## config.mk

```make
export PLATFORM = sky130hd
export DESIGN_NAME = axi_rr_master_scheduler
export DESIGN_NICKNAME = d
export VERILOG_FILES = /design/src/rtl/axi_sched_pkg.sv /design/src/rtl/axi_rr_addr_arb.sv /design/src/rtl/axi_rr_master_scheduler.sv
export SDC_FILE = /design/constraint.sdc
export NUM_CORES = 1
export LEC_CHECK = 0
export ABC_AREA = 0
export BUFFER_PORTS_ARGS = -buffer_cell sky130_fd_sc_hd__buf_4
export CAP_MARGIN = 20
export CORE_MARGIN = 3
export CORE_UTILIZATION = 49
export DETAILED_ROUTE_END_ITERATION = 12
export PLACE_DENSITY = 0.74
export SYNTH_ARGS = -nofsm -noshare
export SYNTH_HDL_FRONTEND = slang
export SYNTH_SLANG_ARGS = --single-unit
```

## constraint.sdc

```tcl
create_clock -name clk -period 2.08 [get_ports clk]
set_input_delay 0.208 -clock clk [delete_from_list [all_inputs] [get_ports clk]]
set_output_delay 0.208 -clock clk [all_outputs]
set_load 0.01 [all_outputs]
```

## src/rtl/axi_sched_pkg.sv

```systemverilog
// Shared types and the round-robin pick helper for the AXI master scheduler.
package axi_sched_pkg;

  typedef logic [0:0] arb_state_t;
  localparam arb_state_t StIdle  = 1'b0;
  localparam arb_state_t StGrant = 1'b1;

  localparam int unsigned RrMaxN = 64;
  localparam int unsigned RrIdxW = 6;

  typedef struct packed {
    logic              found;
    logic [RrIdxW-1:0] idx;
  } rr_pick_t;

  // First set bit of req at or above ptr, wrapping modulo n (n is a power of two).
  function automatic rr_pick_t rr_pick(input logic [RrMaxN-1:0] req,
                                       input logic [RrIdxW-1:0] ptr,
                                       input int unsigned n);
    rr_pick_t          res;
    logic [RrIdxW-1:0] k;
    res = '0;
    for (int unsigned i = 0; i < RrMaxN; i++) begin
      k = RrIdxW'((32'(ptr) + i) & (n - 1));
      if (i < n && !res.found && req[k]) begin
        res.found = 1'b1;
        res.idx   = k;
      end
    end
    return res;
  endfunction

endpackage

```

## src/rtl/axi_rr_addr_arb.sv

```systemverilog
// Round-robin address-channel arbiter: registered grant held until the handshake.
module axi_rr_addr_arb
  import axi_sched_pkg::*;
#(
  parameter int unsigned M_WIDTH = 2
) (
  input  logic                      clk,
  input  logic                      rstn,
  input  logic [(2**M_WIDTH)-1:0]   req,
  input  logic                      ready,
  input  logic                      block,
  output logic [M_WIDTH-1:0]        sel,
  output logic                      grant,
  output logic                      handshake
);

  localparam int unsigned N = 2 ** M_WIDTH;

  arb_state_t         state_q, state_d;
  logic [M_WIDTH-1:0] sel_q, sel_d;
  logic [M_WIDTH-1:0] ptr_q, ptr_d;
  rr_pick_t           pick;

  always_comb pick = rr_pick(RrMaxN'(req), RrIdxW'(ptr_q), N);

  assign handshake = (state_q == StGrant) && req[sel_q] && ready;
  assign grant     = (state_q == StGrant);
  assign sel       = sel_q;

  always_comb begin
    state_d = state_q;
    sel_d   = sel_q;
    ptr_d   = ptr_q;
    if (state_q == StIdle) begin
      if (pick.found && !block) begin
        state_d = StGrant;
        sel_d   = M_WIDTH'(pick.idx);
      end
    end else if (handshake) begin
      // Once granted, stay put even if the master drops VALID.
      state_d = StIdle;
      ptr_d   = sel_q + 1'b1;
    end
  end

  always_ff @(posedge clk or negedge rstn) begin
    if (!rstn) begin
      state_q <= StIdle;
      sel_q   <= '0;
      ptr_q   <= '0;
    end else begin
      state_q <= state_d;
      sel_q   <= sel_d;
      ptr_q   <= ptr_d;
    end
  end

endmodule

```

## src/rtl/axi_rr_master_scheduler.sv

```systemverilog
// AXI4 round-robin master scheduler: AW/AR arbiters plus in-order W-grant FIFO.
module axi_rr_master_scheduler
  import axi_sched_pkg::*;
#(
  parameter int unsigned M_WIDTH = 2,
  parameter int unsigned WQ_AW   = 2
) (
  input  logic                    clk,
  input  logic                    rstn,
  input  logic [(2**M_WIDTH)-1:0] MASTER_WR_ADDR_VALID,
  input  logic [(2**M_WIDTH)-1:0] MASTER_RD_ADDR_VALID,
  input  logic                    BUS_WR_ADDR_READY,
  input  logic                    BUS_WR_DATA_VALID,
  input  logic                    BUS_WR_DATA_READY,
  input  logic                    BUS_WR_DATA_LAST,
  input  logic                    BUS_RD_ADDR_READY,
  output logic [M_WIDTH-1:0]      wr_addr_master_sel,
  output logic                    wr_addr_grant,
  output logic [M_WIDTH-1:0]      wr_data_master_sel,
  output logic                    wr_data_grant,
  output logic [M_WIDTH-1:0]      rd_addr_master_sel,
  output logic                    rd_addr_grant,
  output logic                    wq_full
);

  localparam int unsigned D = 2 ** WQ_AW;

  logic aw_handshake;
  logic ar_handshake;

  axi_rr_addr_arb #(
    .M_WIDTH(M_WIDTH)
  ) u_aw_arb (
    .clk      (clk),
    .rstn     (rstn),
    .req      (MASTER_WR_ADDR_VALID),
    .ready    (BUS_WR_ADDR_READY),
    .block    (wq_full),
    .sel      (wr_addr_master_sel),
    .grant    (wr_addr_grant),
    .handshake(aw_handshake)
  );

  axi_rr_addr_arb #(
    .M_WIDTH(M_WIDTH)
  ) u_ar_arb (
    .clk      (clk),
    .rstn     (rstn),
    .req      (MASTER_RD_ADDR_VALID),
    .ready    (BUS_RD_ADDR_READY),
    .block    (1'b0),
    .sel      (rd_addr_master_sel),
    .grant    (rd_addr_grant),
    .handshake(ar_handshake)
  );

  logic [M_WIDTH-1:0] wq_mem [D];
  logic [WQ_AW-1:0]   wq_wptr_q;
  logic [WQ_AW-1:0]   wq_rptr_q;
  logic [WQ_AW:0]     wq_cnt_q;
  logic               wq_push;
  logic               wq_pop;

  // The arbiter never leaves IDLE while full, so a push always has room.
  assign wq_push = aw_handshake;
  assign wq_pop  = BUS_WR_DATA_VALID && BUS_WR_DATA_READY && BUS_WR_DATA_LAST && wr_data_grant;

  assign wr_data_grant      = (wq_cnt_q != '0);
  assign wr_data_master_sel = wq_mem[wq_rptr_q];
  assign wq_full            = (wq_cnt_q == (WQ_AW + 1)'(D));

  always_ff @(posedge clk or negedge rstn) begin
    if (!rstn) begin
      for (int i = 0; i < D; i++) begin
        wq_mem[i] <= '0;
      end
      wq_wptr_q <= '0;
      wq_rptr_q <= '0;
      wq_cnt_q  <= '0;
    end else begin
      if (wq_push) begin
        wq_mem[wq_wptr_q] <= wr_addr_master_sel;
        wq_wptr_q         <= wq_wptr_q + 1'b1;
      end
      if (wq_pop) begin
        wq_rptr_q <= wq_rptr_q + 1'b1;
      end
      if (wq_push && !wq_pop) begin
        wq_cnt_q <= wq_cnt_q + 1'b1;
      end else if (!wq_push && wq_pop) begin
        wq_cnt_q <= wq_cnt_q - 1'b1;
      end
    end
  end

  logic unused_ar_handshake;
  assign unused_ar_handshake = ar_handshake;

endmodule

```

# [Yosys cells after proc, flatten, opt, wreduce, memory -nomap -nowiden]
# Index checks and enable logic that the tools add are counted.
[totals] output_inout_bits=10 wordCells=117 inputBits=15 regBits=25
[classes] n_eq_ne=1 n_reduce_logical=32 n_bitwise=4 n_lt_le_gt_ge=13 muxes=42 addsub=12
[ops] op="less-than comparator 2 x 7 -> 1 bit, second input constant" count=8
[ops] op="two-way mux 7 bit" count=8
[ops] op="binary-select mux 1 bit (select 2 bit)" count=10
[ops] op="logical AND 1 bit" count=17
[ops] op="two-way mux 1 bit" count=16
[ops] op="adder 2 x 1 -> 2 bit, second input constant" count=6
[ops] op="logical NOT 1 bit" count=9
[ops] op="adder 2 bit, second input constant" count=4
[ops] op="bitwise mux 8 bit" count=1
[ops] op="AND reduction 2 bit" count=4
[ops] op="greater-or-equal comparator 3 bit, second input constant" count=2
[ops] op="less-than comparator 2 x 3 -> 1 bit, second input constant" count=2
[ops] op="two-way mux 2 bit" count=3
[ops] op="two-way mux 3 bit" count=2
[ops] op="NOT 2 -> 3 bit" count=2
[ops] op="binary-select mux 2 bit (select 2 bit)" count=1
[ops] op="demux 2 bit (select 2 bit)" count=1
[ops] op="adder 3 x 1 -> 3 bit, second input constant" count=1
[ops] op="equality test 3 bit, second input constant" count=1
[ops] op="less-than comparator 3 x 1 -> 1 bit, second input constant" count=1
[ops] op="nonzero test 3 bit" count=1
[ops] op="subtractor 3 x 1 -> 3 bit, second input constant" count=1
[ops] op="NOT 1 bit" count=2
[ops] op="nonzero test 2 bit" count=1

# [Longest topological paths before layout]
[depth] ltp_word=15 ltp_mapped=9 mapped_depth_nobuf=8

# [Hierarchy]
# From an unflattened synthesis, not the netlist that was laid out.
[hier_totals] cells_unflattened=127 area_unflattened_um2=1490.2
[by_module_without_submodules] module="axi_rr_master_scheduler" area_per_inst_um2=755.7 instances=1 cells_each=54
[by_module_without_submodules] module="axi_rr_addr_arb at u_ar_arb" area_per_inst_um2=371.6 instances=1 cells_each=38
[by_module_without_submodules] module="axi_rr_addr_arb at u_aw_arb" area_per_inst_um2=362.8 instances=1 cells_each=35

# [Worst setup path before layout]
# OpenSTA, ideal clock, no wires.
[synth_path] path_type="register to register" start="reg u_aw_arb.sel_q[1] (netlist: u_aw_arb.sel[1])" end="reg wq_cnt_q[1]" t_arrival_ps=2048 setup_slack_ps=-93 required_ps=1955 stages_incl_launch_ff=8 n_path_buf=1 period_less_slack_ps=2173 cell_sequence="dfrtp_1 buf_4 mux2_2 o2bb2ai_4 ha_1 inv_1 fa_1 mux2_2"
[synth_between] elab_chain_len=7 word_cells_on_any_way=9 cone_classes="mux: 3; reduce/logical: 6"
[synth_lines] item="start, declared" line_no="axi_rr_addr_arb.sv:20" text="logic [M_WIDTH-1:0] sel_q, sel_d;"
[synth_lines] item="start signal, assigned" line_no="axi_rr_addr_arb.sv:53" text="sel_q <= sel_d;"
[synth_lines] item="binary-select mux 1 bit (select 2 bit) *" line_no="axi_rr_addr_arb.sv:26" text="assign handshake = (state_q == StGrant) && req[sel_q] && ready;"
[synth_lines] item="two-way mux 1 bit (implied by the code) *" line_no="axi_rr_addr_arb.sv:26"
[synth_lines] item="logical AND 1 bit * (2 in a row)" line_no="axi_rr_addr_arb.sv:26"
[synth_lines] item="named net aw_handshake" line_no="axi_rr_master_scheduler.sv:28" text="logic aw_handshake;"
[synth_lines] item="logical NOT 1 bit" line_no="axi_rr_master_scheduler.sv:90" text="end else if (!wq_push && wq_pop) begin"
[synth_lines] item="logical AND 1 bit" line_no="axi_rr_master_scheduler.sv:90"
[synth_lines] item="nonzero test 2 bit (no source line)"
[synth_lines] item="end signal, assigned" line_no="axi_rr_master_scheduler.sv:89" text="wq_cnt_q <= wq_cnt_q + 1'b1;"
[synth_lines] item="end signal, assigned" line_no="axi_rr_master_scheduler.sv:91" text="wq_cnt_q <= wq_cnt_q - 1'b1;"
[synth_lines] item="end, declared" line_no="axi_rr_master_scheduler.sv:60" text="logic [WQ_AW:0] wq_cnt_q;"
# Mark *: on every way through the listed nets, which the timed path passes. The rest lies on a longest branch. The select of a mux whose other input is x is not followed.
# A chain may end at the register's enable or synchronous reset.

# [Worst setup path after layout]
[layout_path] start="reg wq_cnt_q[0]" end="reg wq_cnt_q[2]"
[layout_between] elab_chain_len=5 word_cells_on_any_way=10 cone_classes="add/sub: 2; mux: 2; reduce/logical: 6"
[layout_lines] item="branches (longest 5 deep; another with subtractor 3 x 1 -> 3 bit)"
# Several ways; the timed one is not identified. The select of a mux whose other input is x is not followed.

==> out/metrics.cfg <==
[detailed_routing]
wirelength_um=2890
firstDrtPassIters=4
vias=1131
vias_per_cell=5.68
detail-route-antenna-nets=0
drtIter0Drc=23
wl_per_cell_um=14.5
route.detailed.drc=0

[worst_setup_path]
crit_chain=or3_1 > nand4_1 > ha_4 > inv_1 > fa_2 > xor2_1 > nor2_1 > xor2_1
crit_type=flip-flop to flip-flop
slowest_stage=or3_1
cpMostUsedCell=xor2_1
cp-end-kind=flip-flop
cp_max_fo=2
cp.required_ns=2.33
arrival_ns=2.27
startpoint_type=flip-flop
slowest_delay_ns=0.41

[timing]
timing.fmax_mhz=495
slew_viol_final=0
finalSetupTns_ns=0
fin_crit_sh_pct=97.1
finalSetupViolations=0
worst_pin_slew_ns=0.591
finalCriticalPeriod_ns=2.02
max-slew-margin-rel_pct=60.3
setup_slack_ns=0.0609
clock_skew_ns=0.00123
holdWs_ns=0.136
finalHoldViolations=0

[synthesis]
yosys.area.top_type_share_pct=43.6
synth_area_leaders=dfrtp_1 (44%), ha_1 (4.4%), mux2_1 (3.9%)
synth.top_cells.by_count=dfrtp_1 (25), nor2_1 (12), inv_1 (10)
yosysWarnings=0
ys_seq_elements=25
synth_top_area_cell=dfrtp_1
ys_seq_area_share_pct=43.6
syn_area_per_cell_um2=10.6
synth_nets=157
yosysMostFrequentCell=dfrtp_1
synthArstFlopShare_pct=100
postSynthCellCount=136
synth_ff_type=dfrtp_1
synth-edff-count=0
ys_types=44
synthesis.area_mm2=0.00144

[floorplan]
io_pins=25
die_h_um=60.1
core_area_mm2=0.00278
die_area_mm2=0.00361
rows=19
initial_core_util_pct=51.6
die_x_um=60.1

[cells_and_area]
area_growth_pct=21.8
n_antenna_cell=0
post-route-util_pct=62.8
finalNonFillerCells=199
final_nets=190
drive_gt1_share_pct=28.6

[clock_network]
cts.reportedPaths.clkPinSlew_ns=0.14
clock_path_buffers=2
cts_buffers=3
htreeDepth=1
cts_sinks=25
clock_latency_ns=0.32
cts_tree=done
clock-root-buffer=clkbuf_4

[power]
cellPowerDensity_mw_per_mm2=1350
p_leak_nw=0.803
peakVddDrop_mv=0.947

[placement]
port-buffer-count=24
gp_congestion=0.745
dp_slack_ns=0.0311
hpwl_um=2300
dpl.cell_count=192

[worst_hold_path]
hold_class=input pin to flip-flop

[job]
maxCapViolCount=0

[global_route]
grt_pass1_wl_um=4730
grt_pass1_vias=1132
antenna_found_initial=0
overflow=0
grt_usage_pct=17.3
grt_max_degree=26

[outcome]
outcome=finished, final reports clean

==> sequential cells by signal, summed over array words and instances (netlist names), 2 cells and up <==
register and flops:
u_ar_arb.ptr_q 2, u_ar_arb.sel 2, u_aw_arb.ptr_q 2, u_aw_arb.sel 2, wq_cnt_q 3, wq_mem 8, wq_rptr_q 2, wq_wptr_q 2
==> area by class of cell <==
cell class | count | area (um^2)
clock buffers | 3 | 22.5
clock inverters | 1 | 7.51
fillers | 236 | 1030
inverters | 10 | 37.5
multi-input cells | 96 | 766
flip-flops and latches | 25 | 626
well taps | 31 | 38.8
repair buffers | 33 | 250
==> cell usage in the layout (no fill, tap or decap), drive strengths merged, types with 4 or more instances in the layout <==
cell type and count:
buf 32, a21oi 6, xnor2 4, o21ai 5, ha 5, dfrtp 25, nor2 12, nand2 11
inv 10, mux2 9
==> critical path: cells and delay by family, from the launching register on <==
kind / cells / cell delay [ns]
simple gates: 3 / 0.70
flops: 1 / 0.40
buf+inv: 1 / 0.05
xor+xnor: 2 / 0.31
fa+ha+maj: 2 / 0.50
==> routing by layer <==
layer,track usage [%],vias to the layer above,routed length [um]
li1,-,554,-
met5,0,-,0
met1,19.1,554,1220
met4,5.70,0,0
met2,33.0,23,1580
met3,2.59,0,87
==> power breakdown <==
part | total [mW] | leakage (nW) | internal (mW) | switching [mW]
registers | 0.974 | 0.300 | 0.718 | 0.256
logic | 1.16 | 0.489 | 0.638 | 0.524
clock network | 0.223 | 0.0139 | 0.0734 | 0.149
==> kinds of logic after synthesis <==
kind of cell | share of synthesized area, %
xor gates and xnor gates | 4.27
muxes | 12.3
AOI/OAI and AO/OA | 17.0
DFF | 43.6
and+or+nand+nor | 12.7
adders and majority gates | 5.75
buffers and inverters | 4.36
==> repair_timing <==
| item | in CTS | in global routing |
|---|---|---|
| pin swaps | 1 | 2 |
| endpoints found under the setup margin | 1 | 1 |
| resized for setup | 0 | 0 |
| buffers inserted | 1 | 1 |
| endpoints found under the hold margin | 25 | 0 |
| hold buffers | 1 | 0 |
==> stage by stage <==
stage	cell area [um^2]	total power, mW
floorplan	1470	1.74
global placement	1690	2.09
detailed placement	1690	2.16
CTS	1740	2.38
global route	1750	2.56
finish	1750	2.36
==> worst paths after layout <==
kind	cells after the start	to	slack (ns)	start
worst max-delay path	8	wq_cnt_q[2]	0.06	wq_cnt_q[0]
worst max register to register	8	wq_cnt_q[2]	0.06	wq_cnt_q[0]
worst min register to register	1	wq_cnt_q[2]	0.51	wq_cnt_q[2]
min in group asynchronous	2	u_aw_arb.sel[0]	0.30	rstn
max in group asynchronous	2	u_aw_arb.ptr_q[0]	1.54	rstn
worst min-delay path	2	u_ar_arb.grant	0.14	BUS_RD_ADDR_READY
Power figures use the tool's default switching activity.
